### src/rtl/riscv_pipe_pkg.sv
// Shared pipeline definitions: execution unit ids and register-file geometry.
package riscv_pipe_pkg;

  localparam int unsigned REG_ADDR_W   = 5;
  localparam int unsigned NUM_REGS     = 32;
  localparam int unsigned NUM_LT_UNITS = 3;

  typedef enum logic [1:0] {
    UNIT_ALU = 2'd0,
    UNIT_LSU = 2'd1,
    UNIT_MUL = 2'd2,
    UNIT_DIV = 2'd3
  } unit_e;

  // Long-latency unit index (0=LSU, 1=MUL, 2=DIV) to its unit id.
  function automatic unit_e lt_unit(input int unsigned idx);
    return unit_e'(2'(idx + 1));
  endfunction

endpackage

### src/rtl/riscv_credit_counter.sv
// In-flight credit counter for one long-latency unit: up on issue, down on writeback.
module riscv_credit_counter #(
  parameter int unsigned DEPTH = 2
) (
  input  logic clk,
  input  logic rst,
  input  logic inc,
  input  logic dec,
  output logic full_c,
  output logic underflow_c
);

  localparam int unsigned CNT_W = $clog2(DEPTH + 1);

  logic [CNT_W-1:0] cnt;
  logic [CNT_W-1:0] cnt_nxt;

  // Issue and writeback in the same cycle cancel; both ends saturate.
  always_comb begin
    cnt_nxt = cnt;
    if (inc && !dec && (cnt != CNT_W'(DEPTH))) begin
      cnt_nxt = cnt + CNT_W'(1);
    end else if (dec && !inc && (cnt != '0)) begin
      cnt_nxt = cnt - CNT_W'(1);
    end
  end

  always_ff @(posedge clk or posedge rst) begin
    if (rst) begin
      cnt <= '0;
    end else begin
      cnt <= cnt_nxt;
    end
  end

  assign full_c      = (cnt == CNT_W'(DEPTH));
  assign underflow_c = dec && (cnt == '0);

endmodule

### src/rtl/riscv_issue_scoreboard.sv
// ID/EX issue scoreboard: tracks pending long-latency writes per register and
// per-unit credits, and stalls issue on RAW/WAW hazards or credit exhaustion.
module riscv_issue_scoreboard
  import riscv_pipe_pkg::*;
#(
  parameter int unsigned LSU_DEPTH = 2,
  parameter int unsigned MUL_DEPTH = 3,
  parameter int unsigned DIV_DEPTH = 1,
  parameter bit          WB_BYPASS = 1'b1
) (
  input  logic        clk,
  input  logic        rst,
  input  logic        id_valid,
  input  logic [4:0]  id_rs1_addr,
  input  logic [4:0]  id_rs2_addr,
  input  logic        id_rs1_used,
  input  logic        id_rs2_used,
  input  logic [4:0]  id_rd_addr,
  input  logic        id_rd_we,
  input  logic [1:0]  id_unit,
  input  logic        redirect,
  input  logic [2:0]  wb_valid,
  input  logic [14:0] wb_rd_addr,
  output logic        issue_fire,
  output logic        stall_if,
  output logic        stall_id,
  output logic        flush_ex,
  output logic [31:0] pending_vec,
  output logic        err_sticky
);

  unit_e                   id_unit_e;
  logic [NUM_REGS-1:0]     pending;
  logic [NUM_REGS-1:0]     pending_nxt;
  unit_e                   owner     [NUM_REGS];
  unit_e                   owner_nxt [NUM_REGS];
  logic                    err_nxt;

  logic [REG_ADDR_W-1:0]   wb_rd     [NUM_LT_UNITS];
  logic [NUM_REGS-1:0]     wb_dec    [NUM_LT_UNITS];
  logic [NUM_LT_UNITS-1:0] wb_own;
  logic [NUM_LT_UNITS-1:0] wb_match;
  logic [NUM_LT_UNITS-1:0] wb_err;
  logic [NUM_REGS-1:0]     wb_clr;

  logic [NUM_LT_UNITS-1:0] unit_sel;
  logic [NUM_LT_UNITS-1:0] cnt_inc;
  logic [NUM_LT_UNITS-1:0] cnt_full;
  logic [NUM_LT_UNITS-1:0] cnt_uflow;

  logic raw_rs1;
  logic raw_rs2;
  logic waw;
  logic credit;
  logic hazard;

  assign id_unit_e = unit_e'(id_unit);

  // Per-unit writeback decode: a writeback only retires the register it owns.
  for (genvar u = 0; u < NUM_LT_UNITS; u++) begin : g_unit
    assign wb_rd[u]    = wb_rd_addr[u*REG_ADDR_W +: REG_ADDR_W];
    assign wb_own[u]   = pending[wb_rd[u]] && (owner[wb_rd[u]] == lt_unit(u));
    assign wb_match[u] = wb_valid[u] && (wb_rd[u] != '0) && wb_own[u];
    assign wb_err[u]   = wb_valid[u] && (wb_rd[u] != '0) && !wb_own[u];
    assign wb_dec[u]   = wb_match[u] ? (NUM_REGS'(1) << wb_rd[u]) : '0;
    assign unit_sel[u] = (id_unit_e == lt_unit(u));
    assign cnt_inc[u]  = issue_fire && unit_sel[u];
  end

  assign wb_clr = wb_dec[0] | wb_dec[1] | wb_dec[2];

  riscv_credit_counter #(.DEPTH(LSU_DEPTH)) u_cnt_lsu (
    .clk         (clk),
    .rst         (rst),
    .inc         (cnt_inc[0]),
    .dec         (wb_valid[0]),
    .full_c      (cnt_full[0]),
    .underflow_c (cnt_uflow[0])
  );

  riscv_credit_counter #(.DEPTH(MUL_DEPTH)) u_cnt_mul (
    .clk         (clk),
    .rst         (rst),
    .inc         (cnt_inc[1]),
    .dec         (wb_valid[1]),
    .full_c      (cnt_full[1]),
    .underflow_c (cnt_uflow[1])
  );

  riscv_credit_counter #(.DEPTH(DIV_DEPTH)) u_cnt_div (
    .clk         (clk),
    .rst         (rst),
    .inc         (cnt_inc[2]),
    .dec         (wb_valid[2]),
    .full_c      (cnt_full[2]),
    .underflow_c (cnt_uflow[2])
  );

  // Same-cycle writeback relieves RAW only with WB forwarding; WAW never bypasses it.
  assign raw_rs1 = id_rs1_used && (id_rs1_addr != '0) && pending[id_rs1_addr] &&
                   !(WB_BYPASS && wb_clr[id_rs1_addr]);
  assign raw_rs2 = id_rs2_used && (id_rs2_addr != '0) && pending[id_rs2_addr] &&
                   !(WB_BYPASS && wb_clr[id_rs2_addr]);
  assign waw     = id_rd_we && (id_rd_addr != '0) && pending[id_rd_addr] &&
                   !wb_clr[id_rd_addr];
  assign credit  = |(unit_sel & cnt_full & ~wb_valid);
  assign hazard  = id_valid && (raw_rs1 || raw_rs2 || waw || credit);

  assign stall_if   = hazard && !redirect;
  assign stall_id   = hazard && !redirect;
  assign flush_ex   = hazard && !redirect;
  assign issue_fire = id_valid && !hazard && !redirect;

  // Retire writebacks first so a bypassed WAW issue re-claims the register.
  always_comb begin
    pending_nxt = pending & ~wb_clr;
    owner_nxt   = owner;
    err_nxt     = err_sticky || (|cnt_uflow) || (|wb_err);
    if (issue_fire && (id_unit_e != UNIT_ALU) && id_rd_we && (id_rd_addr != '0)) begin
      pending_nxt[id_rd_addr] = 1'b1;
      owner_nxt[id_rd_addr]   = id_unit_e;
    end
    pending_nxt[0] = 1'b0;
  end

  always_ff @(posedge clk or posedge rst) begin
    if (rst) begin
      pending    <= '0;
      owner      <= '{default: UNIT_ALU};
      err_sticky <= 1'b0;
    end else begin
      pending    <= pending_nxt;
      owner      <= owner_nxt;
      err_sticky <= err_nxt;
    end
  end

  assign pending_vec = pending;

endmodule

### config.mk
export PLATFORM = sky130hd
export DESIGN_NAME = riscv_issue_scoreboard
export DESIGN_NICKNAME = d
export VERILOG_FILES = /design/src/rtl/riscv_pipe_pkg.sv /design/src/rtl/riscv_credit_counter.sv /design/src/rtl/riscv_issue_scoreboard.sv
export SDC_FILE = /design/constraint.sdc
export NUM_CORES = 1
export LEC_CHECK = 0
export CORE_MARGIN = 5
export CORE_UTILIZATION = 45
export CTS_BUF_LIST = sky130_fd_sc_hd__clkbuf_2
export DETAILED_ROUTE_END_ITERATION = 12
export PLACE_DENSITY = 0.77
export REMOVE_ABC_BUFFERS = 1
export SYNTH_ARGS = -nofsm -noshare
export SYNTH_HDL_FRONTEND = slang
export SYNTH_SLANG_ARGS = --single-unit
### constraint.sdc
create_clock -name clk -period 6 [get_ports clk]
set_clock_uncertainty 0.05 [all_clocks]
set_input_delay 1.2 -clock clk [delete_from_list [all_inputs] [get_ports clk]]
set_output_delay 1.2 -clock clk [all_outputs]
set_load 0.02 [all_outputs]
Word level (Yosys, flattened, before mapping)
Index checks and enable logic that the tools add are counted.

storage, ports and cells
  output and inout bits = 37
  memory bits (writable) = 0
  bits of input ports = 42
  bits in read-only memories = 0
  memories = 0
  word-level logic and storage cells = 207
  flip-flop bits (word level) = 101
  latch bits = 0

operators by class
  bitwise operators = 13
  eq/ne operators = 10
  add/subtract/negate cells = 6
  multipliers = 0
  shift operators = 3
  divide/modulo/power cells = 0
  reductions and logical operators = 84
  $lt $le $gt $ge = 12
  mux-type cells = 42

operator list
  kind                    count
  $mux W32                4
  $or A32 B32 Y32         3
  $shl A1 B5 Y32 const A  3
  $bwmux W64              1
  $logic_and A1 B1 Y1     48
  $bmux W1 S5             9
  $lt A5 B6 Y1 const B    6
  $and A32 B32 Y32        1
  $not A32 Y32            1
  $bmux W2 S5             3
  $reduce_bool A5 Y1      6
  $ge A6 B6 Y1 const B    4
  $not A5 Y6              4
  $mux W2                 11
  $logic_not A1 Y1        14
  $eq A2 B2 Y1 const B    6
  $mux W1                 12
  $reduce_bool A2 Y1      6
  $demux W2 S5            1
  $reduce_or A3 Y1        3
  $and A3 B3 Y3           2
  $lt A6 B1 Y1 const B    1
  $demux W1 S5            1
  $ge A5 B1 Y1 const B    1
  other kinds (10)        19

Longest topological paths before layout
Gate-level depths: netlist of the first run.

  depth in word-level cells = 27
  depth in mapped cells = 19
  gate-level depth less buffers = 13

Hierarchy
Synthesis of the first run repeated with hierarchy kept, for this count alone.

unflattened totals
  cell total of the unflattened synthesis = 1070
  area, all modules = 9330.2 um^2

by module, submodules not included
  module                            instances  seq. area each (um^2)  area an instance (um^2)  cells an instance
  riscv_issue_scoreboard            1          2402.3                 9021.2                   1035
  riscv_credit_counter (u_cnt_mul)  1          50.0                   131.4                    15
  riscv_credit_counter (u_cnt_lsu)  1          50.0                   130.1                    15
  riscv_credit_counter (u_cnt_div)  1          25.0                   47.5                     5

Worst setup path after synthesis of the first run
Ideal clock, no wire load.

  path kind = input to output
  from = in wb_rd_addr[5]
  to = out stall_id
  slack = 0.128 ns
  data arrival time = 4.622 ns
  stages = 11
  buffers on the path = 2
  data required time = 4.750 ns
  path through = buf_2 > mux4_2 > o221ai_2 > nand2_1 > a221oi_1 > mux2i_1 > mux4_2 > a311oi_2 > nor2_1 > nor2_1 > buf_4

on the way
  cells in the longest elaborated chain, start to end = 19
  elaborated cells on any way between the ends = 32
  those cells by class = 1 x eq/ne; 1 x shift; 12 x mux; 3 x bitwise; 15 x reduce/logical

RTL lines
  item                                           RTL line                                                      text
  start: declaration                             riscv_issue_scoreboard.sv:23                                  input logic [14:0] wb_rd_addr,
  $not A5 Y6 (not written as such)               riscv_issue_scoreboard.sv:62                                  assign wb_own[u] = pending[wb_rd[u]] && (owner[wb_rd[u]] == lt_unit(u));
  $bmux W2 S5                                    riscv_issue_scoreboard.sv:62
  $mux W2 (not written as such) (2 in a row)     riscv_issue_scoreboard.sv:62
  $eq A2 B2 Y1                                   riscv_issue_scoreboard.sv:62
  $logic_and A1 B1 Y1                            riscv_issue_scoreboard.sv:62
  $logic_and A1 B1 Y1                            riscv_issue_scoreboard.sv:63                                  assign wb_match[u] = wb_valid[u] && (wb_rd[u] != '0) && wb_own[u];
  $mux W32 (*)                                   riscv_issue_scoreboard.sv:65                                  assign wb_dec[u] = wb_match[u] ? (NUM_REGS'(1) << wb_rd[u]) : '0;
  $or A32 B32 Y32 (*) (2 in a row)               riscv_issue_scoreboard.sv:70                                  assign wb_clr = wb_dec[0] | wb_dec[1] | wb_dec[2];
  $bmux W1 S5, on equally long branches          riscv_issue_scoreboard.sv:101, riscv_issue_scoreboard.sv:103
  $mux W1, on equally long branches              riscv_issue_scoreboard.sv:101, riscv_issue_scoreboard.sv:103
  $logic_not A1 Y1, on equally long branches     riscv_issue_scoreboard.sv:101, riscv_issue_scoreboard.sv:103
  $logic_and A1 B1 Y1, on equally long branches  riscv_issue_scoreboard.sv:100, riscv_issue_scoreboard.sv:102
  $logic_or A1 B1 Y1                             riscv_issue_scoreboard.sv:107                                 assign hazard = id_valid && (raw_rs1 || raw_rs2 || waw || credit);
  $logic_or A1 B1 Y1 (*) (2 in a row)            riscv_issue_scoreboard.sv:107
  $logic_and A1 B1 Y1 (*)                        riscv_issue_scoreboard.sv:107
  $logic_and A1 B1 Y1 (*)                        -
  end: declaration                               riscv_issue_scoreboard.sv:26                                  output logic stall_id,

Every way passes the cells marked *; elsewhere a longest branch is shown, timed or not. The select of a mux whose other input is x is not followed.

Final worst setup path of the first run
  from = in wb_rd_addr[11]
  to = out issue_fire

on the way
  cells in the longest elaborated chain, start to end = 20
  elaborated cells on any way between the ends = 33
  those cells by class = 1 x eq/ne; 1 x shift; 12 x mux; 2 x bitwise; 17 x reduce/logical

RTL lines
  item                                           RTL line                                                      text
  $not A5 Y6 (not written as such)               riscv_issue_scoreboard.sv:62
  $bmux W2 S5                                    riscv_issue_scoreboard.sv:62
  $mux W2 (not written as such) (2 in a row)     riscv_issue_scoreboard.sv:62
  $eq A2 B2 Y1                                   riscv_issue_scoreboard.sv:62
  $logic_and A1 B1 Y1                            riscv_issue_scoreboard.sv:62
  $logic_and A1 B1 Y1                            riscv_issue_scoreboard.sv:63
  $mux W32 (*)                                   riscv_issue_scoreboard.sv:65
  $or A32 B32 Y32 (*)                            riscv_issue_scoreboard.sv:70
  $bmux W1 S5, on equally long branches          riscv_issue_scoreboard.sv:101, riscv_issue_scoreboard.sv:103
  $mux W1, on equally long branches              riscv_issue_scoreboard.sv:101, riscv_issue_scoreboard.sv:103
  $logic_not A1 Y1, on equally long branches     riscv_issue_scoreboard.sv:101, riscv_issue_scoreboard.sv:103
  $logic_and A1 B1 Y1, on equally long branches  riscv_issue_scoreboard.sv:100, riscv_issue_scoreboard.sv:102
  $logic_or A1 B1 Y1                             riscv_issue_scoreboard.sv:107
  $logic_or A1 B1 Y1 (*) (2 in a row)            riscv_issue_scoreboard.sv:107
  $logic_and A1 B1 Y1 (*)                        riscv_issue_scoreboard.sv:107
  $logic_not A1 Y1 (*)                           riscv_issue_scoreboard.sv:112                                 assign issue_fire = id_valid && !hazard && !redirect;
  $logic_and A1 B1 Y1 (*) (2 in a row)           riscv_issue_scoreboard.sv:112
  end: declaration                               riscv_issue_scoreboard.sv:24                                  output logic issue_fire,

Marked as above.

==> impl_metrics.env, run 1 <==
export IMPL_status="finished clean"
export IMPL_layout_nets=1391
export IMPL_r2r_slack_ps=1310
export IMPL_cp_endpoint="issue_fire"
export IMPL_slew_viol_final=0
export IMPL_io_buffers=77
export IMPL_syn_inst=1019
export IMPL_clockBufferDepth=2
export IMPL_hpwl_um=37030
export IMPL_viasPerCell=6.728
export IMPL_synth_seq_area_share_pct=27.58
export IMPL_synth_edff_count=0
export IMPL_r2r_start="pending_vec[24]"
export IMPL_hold_viol=0
export IMPL_first_iter_violations=1450
export IMPL_arrival_ps=4620
export IMPL_timing_slew_headroom_pct=49.43
export IMPL_start_util_pct=45.86
export IMPL_cts_tree="built"
export IMPL_worst_path_max_delay_cell="or3_4"
export IMPL_grt_util_all_layers_pct=41.14
export IMPL_p_per_area_nw_per_um2=155.3
export IMPL_die_area_um2=22890
export IMPL_grt_pass1_vias=10530
export IMPL_hold_worst_slack_ps=490.1
export IMPL_clk_latency_ps=720
export IMPL_setup_viol=0
export IMPL_leakagePower_nw=5.648
export IMPL_yosysTopAreaCell="dfrtp_1"
export IMPL_final_common_cell="buf_4"
export IMPL_hold_buffers=0
export IMPL_synth_seq_cells=99
export IMPL_ant_nets=0
export IMPL_htree_levels=3
export IMPL_fin_cells=1620
export IMPL_die_y_um=151.3
export IMPL_synth_area_top_cells="dfrtp_1 28%, mux2_1 7.9%, mux4_2 7.8%"
export IMPL_crit_chain="dlygate4sd2_1 > buf_4 > and2_1 > a22oi_1 > nand4_1 > or3_4 > buf_4 > a2111oi_4 > o31ai_1 > o2111ai_1 > nor4_1 > a22oi_2 > o31ai_4 > nor3_2 > buf_4"
export IMPL_synthToLayoutAreaGrowth_pct=42.16
export IMPL_netlist_area_um2=8984
export IMPL_worst_path_max_fanout=7
export IMPL_period_needed_ps=5868
export IMPL_dpl_cell_count=1579
export IMPL_ff2ff_path_depth=19
export IMPL_num_vias=10900
export IMPL_ir_drop_v=0.0001198
export IMPL_finalCritPeriodShare_pct=97.80
export IMPL_num_rows=51
export IMPL_crit_path_end_kind="output port"
export IMPL_avgSynthCellArea_um2=8.816
export IMPL_max_stage_delay_ps=510
export IMPL_grt_max_degree=57
export IMPL_synth_distinct_cells=89
export IMPL_tightest_slew_ps=758.6
export IMPL_dpl_cell_area_um2=11990
export IMPL_synth_top_area_share_pct=27.58
export IMPL_clock_sinks=99
export IMPL_crit_start="wb_rd_addr[11]"
export IMPL_timing_fmax_ghz=0.1704
export IMPL_reg2reg_to="owner[61]"
export IMPL_first_pass_iters=7
export IMPL_drc=0
export IMPL_numCtsBuffers=9
export IMPL_crit_required_ps=4750
export IMPL_cap_violations=0
export IMPL_grt_overflow=0
export IMPL_core_area_um2=19590
export IMPL_place_gp_congestion=1.074
export IMPL_antenna_found_initial=1
export IMPL_grt_pass1_wl_um=68100
export IMPL_critPathLaunchType="input pin"
export IMPL_path_clk_slew_ps=390
export IMPL_ios=79
export IMPL_drive_above_1_share_pct=35.01
export IMPL_fin_area_um2=12770
export IMPL_path_common_cell="buf_4"
export IMPL_path_class="input pin to output port"
export IMPL_wl_per_cell_um=29.33
export IMPL_hp_class="flip-flop to flip-flop"
export IMPL_setup_tns_ps=0
export IMPL_routed_wl_um=47520
export IMPL_clockRootBuffer="clkbuf_2"
export IMPL_synth_flop_cell="dfrtp_1"
export IMPL_layout_common_cells="300 x buf_4, 116 x nand2_1, 99 x dfrtp_1, 63 x mux2_1, 63 x clkdlybuf4s50_1"
export IMPL_async_flop_share_pct=100.0
export IMPL_die_x_um=151.3
export IMPL_yosysWarnings=0
how the worst min path moves through the flow:
stage                             to        from  depth (start not counted)
after floorplan            owner[14]   owner[14]                          1
after global placement    err_sticky  err_sticky                          2
after detailed placement  err_sticky  err_sticky                          2
after CTS                 err_sticky  err_sticky                          2
after global routing      err_sticky  err_sticky                          2
final                     err_sticky  err_sticky                          2
routing by layer:
metal | GRT usage [%] | part of all wire, % | wire length, um | up-vias
met5 | 0 | 0 | 0 | -
met4 | 22.21 | 7.3 | 3454 | 0
met3 | 10.26 | 12 | 5931 | 216
met2 | 63.70 | 44 | 20790 | 870
met1 | 52.82 | 36 | 17340 | 5254
li1 | - | - | - | 4560
where the power goes:
part           internal, mW  switching (mW)
logic                 0.341           0.415
registers             0.722           0.110
clock network         0.109           0.287
total                  1.17           0.811
Yosys cell counts (6+ instances only):
cell / number
mux2i_1: 38
nand2_1: 116
nand3_2: 27
clkbuf_1: 35
buf_2: 16
a31oi_1: 16
nor2_1: 60
o21ai_0: 33
nor4_1: 9
a221oi_1: 9
nand2b_1: 18
nor3b_1: 10
nand4b_1: 6
mux4_2: 31
dfrtp_1: 99
o31ai_1: 16
mux2_1: 63
inv_1: 42
a22oi_1: 15
and3_1: 10
buf_1: 7
nand3_1: 58
o221ai_1: 6
o21ai_1: 7
buf_6: 7
a211oi_1: 15
o211ai_1: 17
a311oi_1: 6
a21oi_1: 25
nor2b_1: 27
nand4_1: 11
buf_4: 7
and2_1: 8
nor3_1: 29
o22ai_1: 12
sequential cells by signal, indices dropped and copies added, names as in the netlist:
register and flops:
u_cnt_div.full_c 1, pending_vec 31, owner 62, err_sticky 1
u_cnt_lsu.cnt 2, u_cnt_mul.cnt 2
layout make-up:
| class | count | area [um^2] |
|---|---|---|
| clock buffer | 9 | 45.04 |
| inverter | 43 | 167.7 |
| clock inverter | 7 | 93.84 |
| fill | 1702 | 6819 |
| timing repair buffer | 393 | 3334 |
| antenna | 1 | 2.502 |
| multi-input combinational | 803 | 6319 |
| sequential | 99 | 2477 |
| tap | 265 | 331.6 |
per-stage QoR:
stage	utilization [%]	setup WS (ps)	power [mW]
after global routing	65.19	-12.82	2.043
final	65.19	132.2	1.983
after detailed placement	61.20	-921.6	1.522
after floorplan	-	76.77	1.094
after global placement	61.20	-900.5	1.515
after CTS	63.68	0.6581	1.933
critical path: cells and delay by family:
| kind | cells | cell delay [ps] |
|---|---|---|
| compound gates | 6 | 1310 |
| buf+inv | 4 | 890 |
| simple gates | 5 | 1200 |
kinds of logic (layout without fill, tap and decap cells):
group,Yosys count,count (layout),share of synthesized area (%)
AOI/OAI and AO/OA,242,242,20.01
muxes,133,133,20.03
and+or+nand+nor,427,427,26.04
other,1,2,0.04174
buffers and inverters,117,452,6.295
DFF,99,99,27.58
what timing repair did:
| action | 4_1_cts | 5_1_grt |
|---|---|---|
| gates cloned | 0 | 2 |
| setup buffers | 12 | 10 |
| gates resized for setup | 79 | 40 |
| pin swaps | 18 | 6 |
| setup endpoints to repair | 4 | 4 |
Note: power is estimated with default switching activity, not from simulation.
==> inputs of run 2 (changes only) <==
Settings changed: CORE_ASPECT_RATIO from default to 1.2.
==> impl_metrics.env, run 2 (same netlist as run 1, synthesis figures left out) <==
export IMPL_path_class="input pin to output port"
export IMPL_hpwl_um=36940
export IMPL_violations="setup timing"
export IMPL_drive_above_1_share_pct=39.03
export IMPL_p_seq_share_pct=41.6
export IMPL_grt_pass1_wl_um=70780
export IMPL_cp_top_family="compound AO/OA/AOI/OAI gates"
export IMPL_finalCritPeriodShare_pct=100.8
export IMPL_power_switching_mw=0.8395
export IMPL_period_needed_ps=6050
export IMPL_num_rows=56
export IMPL_die_area_um2=22900
export IMPL_ant_nets=0
export IMPL_critPathLaunchType="input pin"
export IMPL_htree_levels=3
export IMPL_layout_nets=1395
export IMPL_setup_tns_ps=-49.66
export IMPL_wl_per_cell_um=29.65
export IMPL_hp_class="flip-flop to flip-flop"
export IMPL_p_per_area_nw_per_um2=149.4
export IMPL_synthToLayoutAreaGrowth_pct=48.47
export IMPL_worst_path_max_fanout=4
export IMPL_hold_viol=0
export IMPL_ir_drop_v=0.0001190
export IMPL_fin_area_um2=13340
export IMPL_pwr_share_clk_pct=18.5
export IMPL_status="complete, but fails checks"
export IMPL_comb_power_share_pct=39.9
export IMPL_clockBufferDepth=2
export IMPL_final_common_cell="buf_4"
export IMPL_max_stage_delay_ps=610
export IMPL_die_y_um=164.8
export IMPL_dpl_cell_count=1554
export IMPL_timing_slew_headroom_pct=48.95
export IMPL_place_gp_congestion=1.178
export IMPL_core_area_um2=19620
export IMPL_fin_total_pwr_mw=1.992
export IMPL_path_buf_inv=5
export IMPL_num_vias=10870
export IMPL_path_common_cell="buf_4"
export IMPL_p_sw_share_pct=42.14
export IMPL_worst_path_max_delay_cell="nor3_1"
export IMPL_grt_max_degree=51
export IMPL_fin_ws_ps=-49.66
export IMPL_fin_cells=1621
export IMPL_leakagePower_nw=5.801
export IMPL_grt_util_all_layers_pct=41.71
export IMPL_path_clk_slew_ps=310
export IMPL_drc=0
export IMPL_setup_viol=1
export IMPL_tightest_slew_ps=759.9
export IMPL_ios=79
export IMPL_hold_buffers=0
export IMPL_p_int_mw=1.153
export IMPL_grt_pass1_vias=10780
export IMPL_numCtsBuffers=9
export IMPL_clock_sinks=99
export IMPL_first_iter_violations=1349
export IMPL_crit_chain="clkdlybuf4s50_1 > buf_4 > buf_4 > nand2_1 > nor3_1 > a31oi_1 > o41ai_4 > nor3_2 > o41ai_2 > a22oi_1 > a22oi_2 > o31ai_4 > buf_4 > nor3_4 > buf_6"
export IMPL_start_util_pct=45.79
export IMPL_crit_required_ps=4750
export IMPL_die_x_um=139.0
export IMPL_largest_register_ffs=62
export IMPL_arrival_ps=4800
export IMPL_crit_path_end_kind="output port"
export IMPL_dpl_cell_area_um2=11910
export IMPL_regMostFlops="owner"
export IMPL_first_pass_iters=6
export IMPL_layout_common_cells="283 x buf_4, 115 x nand2_1, 99 x dfrtp_1, 63 x mux2_1, 62 x clkdlybuf4s50_1"
export IMPL_clk_latency_ps=670
export IMPL_io_buffers=77
export IMPL_timing_fmax_ghz=0.1653
export IMPL_grt_overflow=0
export IMPL_routed_wl_um=48070
export IMPL_viasPerCell=6.706
export IMPL_cts_tree="built"
export IMPL_clockRootBuffer="clkbuf_2"
export IMPL_cap_violations=0
export IMPL_slew_viol_final=0
export IMPL_antenna_found_initial=2
[run 2: per-layer routing]
layer / track usage (%) / vias up / wire length, um
met5: 0 / - / 0
met4: 25.89 / 0 / 4282
met3: 8.225 / 248 / 5255
li1: - / 4565 / -
met1: 51.49 / 5175 / 17010
met2: 67.54 / 883 / 21520
[run 2: worst reg2reg max path, stage by stage (launching register included)]
cell	delay [ps]
dfrtp_1	540
nand2_1	160
o2111ai_1	210
o211ai_1	190
o22a_2	340
buf_12	160
o41ai_4	470
o22ai_4	160
o41ai_2	310
a22oi_1	140
a22oi_2	290
o31ai_4	160
buf_4	160
buf_4	130
nor4_4	300
buf_12	210
buf_4	190
nand3_2	130
mux2_1	360
[run 2: cell type report]
| class | count | area, um^2 |
|---|---|---|
| Clock inverter | 7 | 75.07 |
| Timing Repair Buffer | 397 | 3488 |
| Multi-Input combinational cell | 803 | 6754 |
| Inverter | 43 | 166.4 |
| Antenna cell | 2 | 5.005 |
| Tap cell | 261 | 326.6 |
| Sequential cell | 99 | 2477 |
| Clock buffer | 9 | 45.04 |
| Fill cell | 1567 | 6281 |
[run 2: power by group through the flow]
stage	Sequential [mW]	Combinational [mW]	Clock, mW
6_report	0.829	0.795	0.368
4_1_cts	0.821	0.751	0.372
3_5_place_dp	0.831	0.704	0
5_1_grt	0.834	0.824	0.405
3_3_place_gp	0.830	0.701	0
2_1_floorplan	0.826	0.268	0
[run 2: worst paths after layout]
path | start | end | slack [ps] | cells past startpoint
max in group asynchronous | rst | pending_vec[29] | 3890 | 3
min in group asynchronous | rst | pending_vec[27] | 880 | 2
worst min-delay path | err_sticky | err_sticky | 530 | 2
worst max register to register | owner[37] | owner[45] | 1270 | 18
worst min register to register | err_sticky | err_sticky | 530 | 2
worst max-delay path | wb_rd_addr[8] | issue_fire | -50 | 15
[run 2: metrics by stage]
step           setup slack (ps)  util (%)  hold WS (ps)
2_1_floorplan             76.77         -         432.6
3_3_place_gp              -1301     60.73         459.4
3_5_place_dp              -1098     60.73         463.6
4_1_cts                   2.931     66.01         523.9
5_1_grt                  -33.57     67.98         532.3
6_report                 -49.66     67.98         527.3
[run 2: timing repair]
action | CTS | global route
pin swaps | 54 | 39
cloned | 2 | 1
buffers inserted | 30 | 19
resized for setup | 159 | 63
endpoints found under the setup margin | 4 | 4
==> inputs of run 3 (changes only) <==
Settings changed: CORE_UTILIZATION 45 to 55, PLACE_DENSITY 0.77 to 0.89.
==> impl_metrics.env, run 3 <==
export IMPL_yosysWarnings=0
export IMPL_synth_flop_cell="dfrtp_1"
export IMPL_endpoint_type="output port"
export IMPL_hold_buffers=0
export IMPL_clock_sinks=99
export IMPL_ios=79
export IMPL_status="did not finish"
export IMPL_yosysTopAreaCell="dfrtp_1"
export IMPL_grt_overflow=26
export IMPL_die_y_um=150
export IMPL_synth_most_common_cell="nand2_1"
export IMPL_clockBufferDepth=2
export IMPL_syn_inst=1019
export IMPL_numCtsBuffers=9
export IMPL_firstError="[ERROR GRT-0232] Routing congestion too high. Check the congestion heatmap in the GUI."
export IMPL_grt_util_all_layers_pct=66.99
export IMPL_die_x_um=126.7
export IMPL_hpwl_um=32040
export IMPL_place_gp_congestion=1.346
export IMPL_synth_area_top_cells="dfrtp_1 28%, mux2_1 7.9%, mux4_2 7.8%"
export IMPL_synth_distinct_cells=89
export IMPL_stop_stage="global routing (5_1_grt)"
export IMPL_async_flop_share_pct=100.0
export IMPL_synth_edff_count=0
export IMPL_worst_endpoint="issue_fire"
export IMPL_synth_top_area_share_pct=27.58
export IMPL_synth_seq_cells=99
export IMPL_synth_seq_area_share_pct=27.58
export IMPL_start_util_pct=55.65
export IMPL_avgSynthCellArea_um2=8.816
export IMPL_synth_common_cells="116 x nand2_1, 99 x dfrtp_1, 63 x mux2_1, 60 x nor2_1, 58 x nand3_1"
export IMPL_clockRootBuffer="clkbuf_2"
export IMPL_dpl_cell_area_um2=11560
export IMPL_io_buffers=77
export IMPL_grt_max_degree=57
export IMPL_htree_levels=3
export IMPL_netlist_area_um2=8984
export IMPL_num_rows=51
[run 3: cell counts after synthesis]
No cell type changed its count.
[run 3: what timing repair did]
action | in CTS
gates resized for setup | 72
gates cloned | 1
buffers inserted | 4
setup endpoints to repair | 4
endpoints found under the hold margin | 0
pin swaps | 19
[run 3: per-layer routing]
layer,GRT overflow,global-route usage (%)
met1,0,64.17
met2,14,79.56
met3,0,61.84
met4,12,64.11
met5,0,26.20
[run 3: cells by family after synthesis]
family | count (synthesis) | synth area share, %
and+or+nand+nor | 427 | 26.04
muxes | 133 | 20.03
other | 1 | 0.04174
AOI/OAI and AO/OA | 242 | 20.01
buffers and inverters | 117 | 6.295
DFF | 99 | 27.58
[run 3: metrics by stage]
step,std cells,setup slack (ps)
after CTS,1491,0.6208
after detailed placement,1470,-908.2
after global placement,1470,-799.8
after floorplan,945,76.77
==> inputs of run 4 (changes only) <==
Settings changed: CORE_ASPECT_RATIO 1.2 to default, CORE_UTILIZATION 55 to 40, CTS_BUF_LIST sky130_fd_sc_hd__clkbuf_2 to default, PLACE_DENSITY 0.89 to default, PLACE_DENSITY_LB_ADDON from default to 0.15.
==> impl_metrics.env, run 4 (same netlist as run 1, synthesis figures left out) <==
export IMPL_status="finished clean"
export IMPL_timing_fmax_ghz=0.1676
export IMPL_min_from="err_sticky"
export IMPL_layout_nets=1399
export IMPL_timing_slew_headroom_pct=42.12
export IMPL_r2r_start="pending_vec[28]"
export IMPL_layout_common_cells="292 x buf_4, 114 x nand2_1, 99 x dfrtp_1, 63 x mux2_1, 63 x clkdlybuf4s50_1"
export IMPL_ff2ff_path_depth=20
export IMPL_dpl_cell_area_um2=12010
export IMPL_clk_latency_ps=360
export IMPL_path_class="input pin to output port"
export IMPL_io_buffers=77
export IMPL_crit_path_end_kind="output port"
export IMPL_hp_class="flip-flop to flip-flop"
export IMPL_regMostFlops="owner"
export IMPL_p_per_area_nw_per_um2=165.5
export IMPL_num_vias=10960
export IMPL_final_common_cell="buf_4"
export IMPL_setup_tns_ps=0
export IMPL_die_x_um=159.9
export IMPL_numCtsBuffers=9
export IMPL_worst_path_max_delay_cell="clkdlybuf4s50_1"
export IMPL_die_y_um=159.9
export IMPL_clockRootBuffer="clkbuf_16"
export IMPL_place_gp_congestion=1.106
export IMPL_drive_above_1_share_pct=38.11
export IMPL_highest_layer="met4"
export IMPL_wl_met3_um=5902
export IMPL_synthToLayoutAreaGrowth_pct=49.44
export IMPL_holdPathStages=2
export IMPL_antenna_found_initial=0
export IMPL_max_stage_delay_ps=680
export IMPL_largest_register_ffs=62
export IMPL_slew_viol_final=0
export IMPL_fin_ws_ps=34.97
export IMPL_grt_pass1_vias=10460
export IMPL_core_area_um2=21960
export IMPL_drc=0
export IMPL_antenna_cells=0
export IMPL_die_area_um2=25560
export IMPL_start_util_pct=40.91
export IMPL_grt_overflow=0
export IMPL_worst_path_max_fanout=4
export IMPL_clock_sinks=99
export IMPL_num_rows=54
export IMPL_crit_required_ps=4750
export IMPL_first_iter_violations=1596
export IMPL_arrival_ps=4720
export IMPL_hold_viol=0
export IMPL_crit_chain="clkdlybuf4s50_1 > inv_1 > a221o_1 > nor2_2 > a32oi_2 > buf_4 > o21ai_1 > a21oi_1 > and3_1 > o41ai_2 > buf_4 > a311oi_4 > nor3_2 > buf_4"
export IMPL_finalCritPeriodShare_pct=99.42
export IMPL_hold_worst_slack_ps=434.5
export IMPL_wl_met2_um=21030
export IMPL_path_common_cell="buf_4"
export IMPL_first_pass_iters=6
export IMPL_crit_start="wb_rd_addr[8]"
export IMPL_ant_nets=0
export IMPL_final_core_util_pct=61.14
export IMPL_grt_max_degree=68
export IMPL_path_clk_slew_ps=80
export IMPL_critPathLaunchType="input pin"
export IMPL_rsz0062_at_grt="false"
export IMPL_setup_viol=0
export IMPL_wl_met1_um=18830
export IMPL_cap_violations=0
export IMPL_wl_per_cell_um=30.19
export IMPL_grt_pass1_wl_um=71000
export IMPL_clockBufferDepth=2
export IMPL_viasPerCell=6.672
export IMPL_tightest_slew_ps=868.1
export IMPL_ir_drop_v=0.0002039
export IMPL_htree_levels=3
export IMPL_ios=79
export IMPL_hpwl_um=38320
export IMPL_leakagePower_nw=5.888
export IMPL_fin_cells=1642
export IMPL_cts_tree="built"
export IMPL_fin_area_um2=13430
export IMPL_routed_wl_um=49570
export IMPL_fin_total_pwr_mw=2.222
export IMPL_grt_util_all_layers_pct=37.06
export IMPL_dpl_cell_count=1582
export IMPL_period_needed_ps=5965
export IMPL_place_ws_ps=-1423
==> run 4: final timing paths <==
check | to | slack (ps)
min reg2reg | err_sticky | 430
max reg2reg | owner[45] | 1280
min | err_sticky | 430
max | issue_fire | 30
min in group asynchronous | owner[28] | 1280
max in group asynchronous | owner[61] | 3640
==> run 4: power breakdown <==
group | internal, mW | switching, mW | leakage, nW | total [mW]
clock | 0.294 | 0.308 | 0.145 | 0.601
sequential | 0.719 | 0.103 | 1.33 | 0.822
combinational | 0.359 | 0.440 | 4.42 | 0.798
total | 1.37 | 0.850 | 5.89 | 2.22
==> run 4: area by class of cell <==
cell class / instances / area [um^2]
sequential: 99 / 2477
fill: 1950 / 8533
clock buffer: 9 / 225.2
timing repair buffer: 401 / 3552
clock inverter: 7 / 67.56
inverter: 43 / 171.4
tap: 280 / 350.3
multi-input combinational: 803 / 6581
==> run 4: metal layers <==
metal / up-vias / GRT usage (%)
met1: 5341 / 49.22
met3: 209 / 8.325
met4: 0 / 20.02
met2: 836 / 56.37
li1: 4570 / -
met5: - / 0
==> run 4: repair_timing <==
item                                    in CTS  in global routing
hold buffers                                 0                  0
pin swaps                                   37                 34
cloned                                       1                  3
gates resized for setup                    120                 63
endpoints found under the setup margin       5                  4
buffers inserted                            31                 14
==> run 4: critical path: cells and delay by family <==
family	cells	cell delay (ps)
buffers and inverters	5	1450
AO/OA/AOI/OAI	6	1420
AND/OR/NAND/NOR	3	620
